## src/rtl/pattern_monitor_pkg.sv

```systemverilog
// Shared types and elaboration helpers for the pattern_monitor pipeline.
package pattern_monitor_pkg;

    typedef enum logic [1:0] {
        IDLE  = 2'd0,
        SHIFT = 2'd1,
        DONE  = 2'd2
    } bcd_state_t;

    localparam logic [7:0] DEFAULT_TAPS_8 = 8'hB8;

    // True when BCD_DIGITS decimal digits can hold every CNT_W-bit value.
    function automatic bit bcd_digits_ok(input int cnt_w, input int digits);
        longint limit;
        limit = 1;
        for (int i = 0; i < digits; i++) begin
            limit = limit * 10;
        end
        return limit > ((longint'(1) << cnt_w) - 1);
    endfunction

endpackage

```

## src/rtl/pattern_monitor_bcd_conv.sv

```systemverilog
// Sequential double-dabble converter: one input bit per cycle, result written on DONE.
module bcd_seq_conv
    import pattern_monitor_pkg::*;
#(
    parameter int CNT_W      = 10,
    parameter int BCD_DIGITS = 4
) (
    input  logic                    clk,
    input  logic                    rst,
    input  logic                    abort,
    input  logic                    start,
    input  logic [CNT_W-1:0]        bin_in,
    output logic [4*BCD_DIGITS-1:0] bcd_out,
    output logic                    busy
);

    localparam int BW     = 4 * BCD_DIGITS;
    localparam int STEP_W = $clog2(CNT_W + 1);

    bcd_state_t        state;
    bcd_state_t        state_nxt;
    logic [CNT_W-1:0]  bin_r;
    logic [BW-1:0]     acc;
    logic [BW-1:0]     acc_adj;
    logic [STEP_W-1:0] steps;

    always_comb begin
        acc_adj = acc;
        for (int d = 0; d < BCD_DIGITS; d++) begin
            if (acc[4*d +: 4] >= 4'd5) begin
                acc_adj[4*d +: 4] = acc[4*d +: 4] + 4'd3;
            end
        end
    end

    always_ff @(posedge clk) begin
        if (rst || abort) begin
            state <= IDLE;
        end else begin
            state <= state_nxt;
        end
    end

    always_comb begin
        state_nxt = state;
        case (state)
            IDLE:    if (start) state_nxt = SHIFT;
            SHIFT:   if (steps == '0) state_nxt = DONE;
            DONE:    state_nxt = IDLE;
            default: state_nxt = IDLE;
        endcase
    end

    always_ff @(posedge clk) begin
        if (rst) begin
            bin_r   <= '0;
            acc     <= '0;
            steps   <= '0;
            bcd_out <= '0;
        end else if (!abort) begin
            case (state)
                IDLE: begin
                    if (start) begin
                        bin_r <= bin_in;
                        acc   <= '0;
                        steps <= STEP_W'(CNT_W - 1);
                    end
                end
                SHIFT: begin
                    acc   <= {acc_adj[BW-2:0], bin_r[CNT_W-1]};
                    bin_r <= {bin_r[CNT_W-2:0], 1'b0};
                    if (steps != '0) begin
                        steps <= steps - STEP_W'(1);
                    end
                end
                DONE:    bcd_out <= acc;
                default: ;
            endcase
        end
    end

    assign busy = (state != IDLE);

endmodule

```

## src/rtl/pattern_monitor.sv

```systemverilog
// LFSR stimulus, overlapping/non-overlapping pattern detector, detection counter,
// BCD readout and a reset-surviving shadow copy of the monitor state.
module pattern_monitor
    import pattern_monitor_pkg::*;
#(
    parameter int LFSR_W     = 8,
    parameter int PAT_W      = 4,
    parameter int CNT_W      = 10,
    parameter int BCD_DIGITS = 4
) (
    input  logic                    clk,
    input  logic                    rst,
    input  logic                    en,
    input  logic                    seed_load,
    input  logic [LFSR_W-1:0]       seed,
    input  logic [LFSR_W-1:0]       taps,
    input  logic [PAT_W-1:0]        pattern,
    input  logic                    overlap,
    input  logic                    sat_mode,
    input  logic                    clr_count,
    input  logic                    save,
    input  logic                    restore,
    output logic                    lfsr_out,
    output logic                    detect,
    output logic [CNT_W-1:0]        count,
    output logic                    overflow,
    output logic [4*BCD_DIGITS-1:0] bcd_out,
    output logic                    bcd_valid
);

    localparam int                FILL_W    = $clog2(PAT_W + 1);
    localparam logic [FILL_W-1:0] FILL_FULL = FILL_W'(PAT_W);
    localparam logic [CNT_W-1:0]  CNT_MAX   = '1;

    if (!bcd_digits_ok(CNT_W, BCD_DIGITS)) begin : g_bad_cfg
        $error("pattern_monitor: BCD_DIGITS too small for CNT_W");
    end

    logic [LFSR_W-1:0] lfsr;
    logic [PAT_W-1:0]  hist;
    logic [FILL_W-1:0] fill;

    logic [LFSR_W-1:0] sh_lfsr;
    logic [PAT_W-1:0]  sh_hist;
    logic [FILL_W-1:0] sh_fill;
    logic [CNT_W-1:0]  sh_count;
    logic              sh_overflow;

    logic              step;
    logic              fb;
    logic [PAT_W-1:0]  hist_nxt;
    logic [FILL_W-1:0] fill_inc;
    logic              match;

    logic [CNT_W-1:0]  bcd_src;
    logic              bcd_busy;
    logic              bcd_start;

    assign lfsr_out = lfsr[LFSR_W-1];
    assign step     = en && !seed_load;
    assign fb       = ^(lfsr & taps);
    assign hist_nxt = {hist[PAT_W-2:0], lfsr_out};
    assign fill_inc = (fill == FILL_FULL) ? FILL_FULL : fill + FILL_W'(1);
    assign match    = (hist_nxt == pattern) && (fill_inc == FILL_FULL);

    always_ff @(posedge clk) begin
        if (rst) begin
            lfsr     <= LFSR_W'(1);
            hist     <= '0;
            fill     <= '0;
            detect   <= 1'b0;
            count    <= '0;
            overflow <= 1'b0;
        end else if (restore) begin
            lfsr     <= sh_lfsr;
            hist     <= sh_hist;
            fill     <= sh_fill;
            count    <= sh_count;
            overflow <= sh_overflow;
            detect   <= 1'b0;
        end else begin
            detect <= step && match;
            if (seed_load) begin
                lfsr <= (seed == '0) ? LFSR_W'(1) : seed;
                hist <= '0;
                fill <= '0;
            end else if (en) begin
                lfsr <= {lfsr[LFSR_W-2:0], fb};
                hist <= hist_nxt;
                fill <= (match && !overlap) ? '0 : fill_inc;
            end
            // A clear in the same cycle as a match drops that match from the count.
            if (clr_count) begin
                count    <= '0;
                overflow <= 1'b0;
            end else if (step && match) begin
                if (count == CNT_MAX) begin
                    count    <= sat_mode ? CNT_MAX : '0;
                    overflow <= 1'b1;
                end else begin
                    count <= count + CNT_W'(1);
                end
            end
        end
    end

    // No reset here so the snapshot survives power-gating resets.
    always_ff @(posedge clk) begin
        if (save && !restore) begin
            sh_lfsr     <= lfsr;
            sh_hist     <= hist;
            sh_fill     <= fill;
            sh_count    <= count;
            sh_overflow <= overflow;
        end
    end

    assign bcd_start = !bcd_busy && (count != bcd_src);

    always_ff @(posedge clk) begin
        if (rst) begin
            bcd_src <= '0;
        end else if (!restore && bcd_start) begin
            bcd_src <= count;
        end
    end

    bcd_seq_conv #(
        .CNT_W      (CNT_W),
        .BCD_DIGITS (BCD_DIGITS)
    ) u_bcd (
        .clk     (clk),
        .rst     (rst),
        .abort   (restore),
        .start   (bcd_start),
        .bin_in  (count),
        .bcd_out (bcd_out),
        .busy    (bcd_busy)
    );

    assign bcd_valid = !bcd_busy && (bcd_src == count);

endmodule

```

## config.mk

```make
export PLATFORM = sky130hd
export DESIGN_NAME = pattern_monitor
export DESIGN_NICKNAME = d
export VERILOG_FILES = /design/src/rtl/pattern_monitor_pkg.sv /design/src/rtl/pattern_monitor_bcd_conv.sv /design/src/rtl/pattern_monitor.sv
export SDC_FILE = /design/constraint.sdc
export NUM_CORES = 1
export LEC_CHECK = 0
export BUFFER_PORTS_ARGS = -buffer_cell sky130_fd_sc_hd__buf_2
export CELL_PAD_IN_SITES_DETAIL_PLACEMENT = 0
export CELL_PAD_IN_SITES_GLOBAL_PLACEMENT = 1
export CORE_ASPECT_RATIO = 0.7
export CORE_MARGIN = 2
export CORE_UTILIZATION = 40
export DETAILED_ROUTE_END_ITERATION = 10
export PLACE_DENSITY = 0.71
export SLEW_MARGIN = 10
export SYNTH_ARGS = -nofsm -noshare
export SYNTH_HDL_FRONTEND = slang
export SYNTH_HIERARCHICAL = 1
export SYNTH_SLANG_ARGS = --single-unit
```

## constraint.sdc

```tcl
create_clock -name clk -period 3.2 [get_ports clk]
set_input_delay 0.64 -clock clk [delete_from_list [all_inputs] [get_ports clk]]
set_output_delay 0.64 -clock clk [all_outputs]
set_load 0.05 [all_outputs]
```

# Yosys cells after proc, flatten, opt, wreduce, memory -nomap -nowiden
# Index checks and enable logic that the tools add are counted.
# word_totals
regBits,111
input_bits,29
wordCells,105
output_inout_bits,30
# classes
eq_ne,11
reduce_logical,29
magnitude_cmp,4
n_bitwise,2
n_mux,35
n_addsub,7
# ops
operator,count
$mux W10,6
$mux W4,8
$mux W8,4
$pmux W16 S2,1
$pmux W10 S2,1
$mux W3,6
$ge A4 B3 Y1 const B,4
$mux W16,1
$add A4 B2 Y4 const B,3
$add A10 B1 Y10 const B,1
$eq A10 B10 Y1,1
$eq A10 B10 Y1 const B,1
$ne A10 B10 Y1,1
$reduce_bool A3 Y1,3
$and A8 B8 Y8,1
$logic_and A1 B1 Y1,8
$logic_not A8 Y1,1
$pmux W4 S2,1
$reduce_xor A8 Y1,1
$eq A3 B3 Y1 const B,2
$reduce_and A2 Y1,3
$eq A4 B4 Y1,1
$logic_not A1 Y1,4
$logic_not A4 Y1,1
other kinds (18),24

# Longest topological paths before layout
# logic_depth
word_depth,9
mapped_depth,10

# Hierarchy
# The synthesis kept the hierarchy.
# modules_own_cells
module,cells_each,seq_area_each_um2,instances,area_each_um2
pattern_monitor,310,1471.4,1,3095.5
bcd_seq_conv,258,960.9,1,2198.4

# Worst setup path after synthesis
# Ideal clock, no wire load.
# synth_timing
kind,reg-to-output
from,register count[8]
to,output bcd_valid
slack_ps,-217
path_stages_with_launch,5
required_time_ps,2560
arrival_time_ps,2777
path_cell_list,dfxtp_1 > clkbuf_1 > xnor2_1 > nand4_1 > nor4_1
# synth_between
elab_chain_cells,2
# synth_rtl
element,line_no,source
"start, declared",pattern_monitor.sv:25,"output logic [CNT_W-1:0] count,"
"start signal, assigned",pattern_monitor.sv:78,count <= sh_count;
"start signal, assigned",pattern_monitor.sv:98,count <= sat_mode ? CNT_MAX : '0;
"start signal, assigned",pattern_monitor.sv:101,count <= count + CNT_W'(1);
$eq A10 B10 Y1,pattern_monitor.sv:141,assign bcd_valid = !bcd_busy && (bcd_src == count);
$logic_and A1 B1 Y1,pattern_monitor.sv:141,
"end, declared",pattern_monitor.sv:28,output logic bcd_valid
# Every way passes these cells.

# Worst setup path after layout
# layout_timing
from,register count[3]
to,register u_bcd.acc[8]
# layout_between
elab_chain_cells,4
# layout_rtl
element,line_no,source
$ne A10 B10 Y1,pattern_monitor.sv:118,assign bcd_start = !bcd_busy && (count != bcd_src);
$logic_and A1 B1 Y1,pattern_monitor.sv:118,
via bcd_start,pattern_monitor.sv:57,logic bcd_start;
$ne A2 B2 Y1 (no source line),-,
$reduce_and A3 Y1 (no source line),-,
"end signal, assigned",pattern_monitor_bcd_conv.sv:70,"acc <= {acc_adj[BW-2:0], bin_r[CNT_W-1]};"
"end, declared",pattern_monitor_bcd_conv.sv:23,logic [BW-1:0] acc;
# The timed path passes the listed nets, and every way through them passes these cells.
# A chain may end at the register's enable or synchronous reset.

==> summary.md <==
| Metric | Value |
|---|---|
| Largest net degree at the start of global routing | 43 |
| Worst Hold Class | reg -> reg |
| Die Y | 100 um |
| FP Rows | 35 |
| Mean Syn Cell Area | 9.32 um2 |
| Clock Path Buffers | 2 |
| DRC errors left | 0 |
| Placed insts | 768 |
| Post-placement cell area | 5710 um2 |
| Hold EP | u_bcd/bcd_out[14] |
| R2R Path End | u_bcd/acc[8] |
| CP top delay family | simple AND/OR/NAND/NOR gates |
| Power per standard cell area | 521 nW/um2 |
| Type of origin of the critical path | register |
| Total power draw | 3.13 mW |
| Final setup vio count | 0 |
| CTS Root Cell | clkbuf_16 |
| Starting density of the core | 40.6% |
| Layout cells sized above 1 | 19.4% |
| Die footprint | 14200 um2 |
| Sum Neg Setup Slack | 0 ps |
| Mapped Area | 5290 um2 |
| Top FF cell, synth | dfxtp_1 |
| Cell Count, Final, Fillers Out | 784 |
| Max IR drop VDD | 0.302 mV |
| DR WL/cell | 16.0 um |
| Max-capacitance violation count | 0 |
| RSZ-0062 raised after global routing | no |
| Critical path's slowest cell | nor2_1 |
| Met3 usage | 4.25% |
| Core ar. | 13100 um2 |
| Sink Count | 109 |
| Worst setup EP type | register |
| CTS H-tree lvls | 3 |
| Grt ovf | 0 |
| Drt via density | 5.33 |
| Design Area, Final | 6020 um2 |
| Worst reg2reg startpoint | count[3] |
| Pre-Repair DR Iteration Count | 4 |
| Top post-synthesis cells by area | dfxtp_1 32%, edfxtp_1 14%, nand2_1 6.2% |
| GRT busiest layer | met1 |
| First-pass GRT wire length | 20.7 mm |
| Via Count | 4176 |
| Initial antenna violation count | 0 |
| Yosys reg bits | 109 |
| Final Max Slew Viols | 0 |
| Number of library cell types mapped by synthesis | 54 |
| DRT antenna net count | 0 |
| Largest stage delay, worst path | 600 ps |
| Post-synthesis sequential area ratio | 45.9% |
| Placed wire-length estimate | 8.67 mm |
| # port buffers | 58 |
| Syn nets | 610 |
| Worst skew pair latency | 350 ps |
| Number of synthesized flops with an enable pin | 25 |
| CP Data Required Time | 3480 ps |
| Fmax | 377 MHz |
| Layout area overhead | 13.7% |
| Reg2reg path depth | 8 |
| Leakage | 2.33 nW |
| Crit path cell chain | xnor2_1 > nand4_1 > nor3_1 > nor2_1 > nor2_1 > nor3_4 > nor2_1 > a22o_1 |
| Crit Path Category | reg -> reg |
| Final core occ | 46.1% |
| DR iter-0 viols | 262 |
| Num CTS Buffers | 9 |
| Reg2Reg Setup Slack | 550 ps |
| GP Congestion | 0.793 |
| Hold Startpoint | u_bcd/bcd_out[14] |
| Ys async rst share | 0% |
| Die Wd | 142 um |
| Diode count | 0 |
| Worst Skew | 9.45 ps |
| Most frequent CP cell | nor2_1 |
| Vias in the first global route | 3930 |
| Post-synth top cells | 87 x nand2_1, 84 x dfxtp_1, 49 x a21oi_1, 49 x nor2_1 |
| Tcrit/Tclk final | 82.9% |
| Yosys top cell area share | 31.8% |
| Fillers | 1281 |
| Worst EP arrival | 2940 ps |
| Count leader, synth | nand2_1 |
| Worst hold path depth | 2 |
| Post-Syn Instances | 568 |
| Max Fanout on Critical Path | 21 |
| WP buf/inv | 0 |
| WL final | 12.5 mm |
| Status | complete, no violations |
| CTS tree | built |
| Worst-path clk slew | 70 ps |
| Leading area contributor after synthesis | dfxtp_1 |
| Gr usage total | 18.2% |
| Met1 GRT Util | 27.6% |
| GR Layer Usage met2 | 26.7% |
| Hold Fails Final Rpt | 0 |
| # nets final | 655 |
| # IOs | 59 |
| Slew margin rel. | 16.0% |
| Yosys warns | 6 |
| Worst slew pin tran | 1250 ps |
| Final min period | 2650 ps |
layout make-up:
type / instances / area [um2] / share of cell area [%]
Tap cell: 166 / 208 / 3.45
Inverter: 21 / 78.8 / 1.31
Clock inverter: 6 / 71.3 / 1.19
Sequential cell: 109 / 2430 / 40.4
Timing Repair Buffer: 72 / 395 / 6.57
Multi-Input combinational cell: 400 / 2600 / 43.3
Clock buffer: 10 / 229 / 3.81
metrics by stage:
| stage | hold WS (ps) | worst slack (ps) |
|---|---|---|
| detailed placement | 443 | 248 |
| global route | 474 | 305 |
| CTS | 454 | 244 |
| global placement | 438 | 361 |
| floorplan | 432 | 343 |
| finish | 452 | 548 |
worst max path at each step:
| stage | from | end | slack [ps] | cells after the start |
|---|---|---|---|---|
| global route | count[3] | u_bcd/acc[14] | 310 | 8 |
| CTS | count[3] | u_bcd/acc[8] | 240 | 8 |
| detailed placement | count[3] | u_bcd/acc[2] | 250 | 8 |
| global placement | count[5] | u_bcd/acc[2] | 360 | 8 |
| floorplan | count[8] | bcd_valid | 340 | 4 |
| finish | count[3] | u_bcd/acc[8] | 550 | 8 |
worst min-delay path, delay by kind of cell (launching register included):
family / cells / cell delay [ps]
AO/OA/AOI/OAI: 1 / 50
flip-flops: 1 / 310
AND/OR/NAND/NOR: 1 / 50
flip-flops by register name, summed over array words and instances, names as in the netlist, 8 cells and up:
name,cells
lfsr,8
u_bcd/acc,16
u_bcd/bin_r,10
u_bcd/bcd_out,16
bcd_src,10
count,10
sh_lfsr,8
sh_count,10
metal layers:
layer  wire, um  part of all wire (%)
met3        556                   4.4
met1       6730                    54
met2       5150                    41
met5          0                     0
met4         86                  0.69
report_power, final:
group	total [mW]	switching, mW	internal [mW]
clock network	1.14	0.522	0.614
logic	0.473	0.307	0.166
registers	1.52	0.0481	1.48
layout by cell type, fill, tap and decap left out, types with 9 or more instances in the layout:
master,n
a311oi_1,9
nand2_1,87
xnor2_1,22
o21ai_0,25
ha_1,13
a22o_1,9
nor3_2,10
a211oi_1,11
nor2_1,49
mux2i_1,21
clkbuf_16,9
dfxtp_1,84
inv_1,21
buf_4,14
buf_2,58
a21oi_1,49
edfxtp_1,25
nor3_1,9
what timing repair did:
item                       4_1_cts  5_1_grt
buffers inserted                 0        0
resized for setup                0        1
setup endpoints to repair        0       11
hold buffers                     0        0
cell families (layout without fill, tap and decap cells):
kind of cell	Yosys count	count (layout)	share of synthesized area, %
buffers and inverters	59	109	5.27
AO/OA/AOI/OAI	129	129	16.7
AND/OR/NAND/NOR	206	206	19.7
adder cells (fa/ha/maj)	13	13	3.07
flip-flops	109	109	45.9
XOR/XNOR	28	28	4.63
multiplexers	24	24	4.61
(Power assumes the default switching activity.)
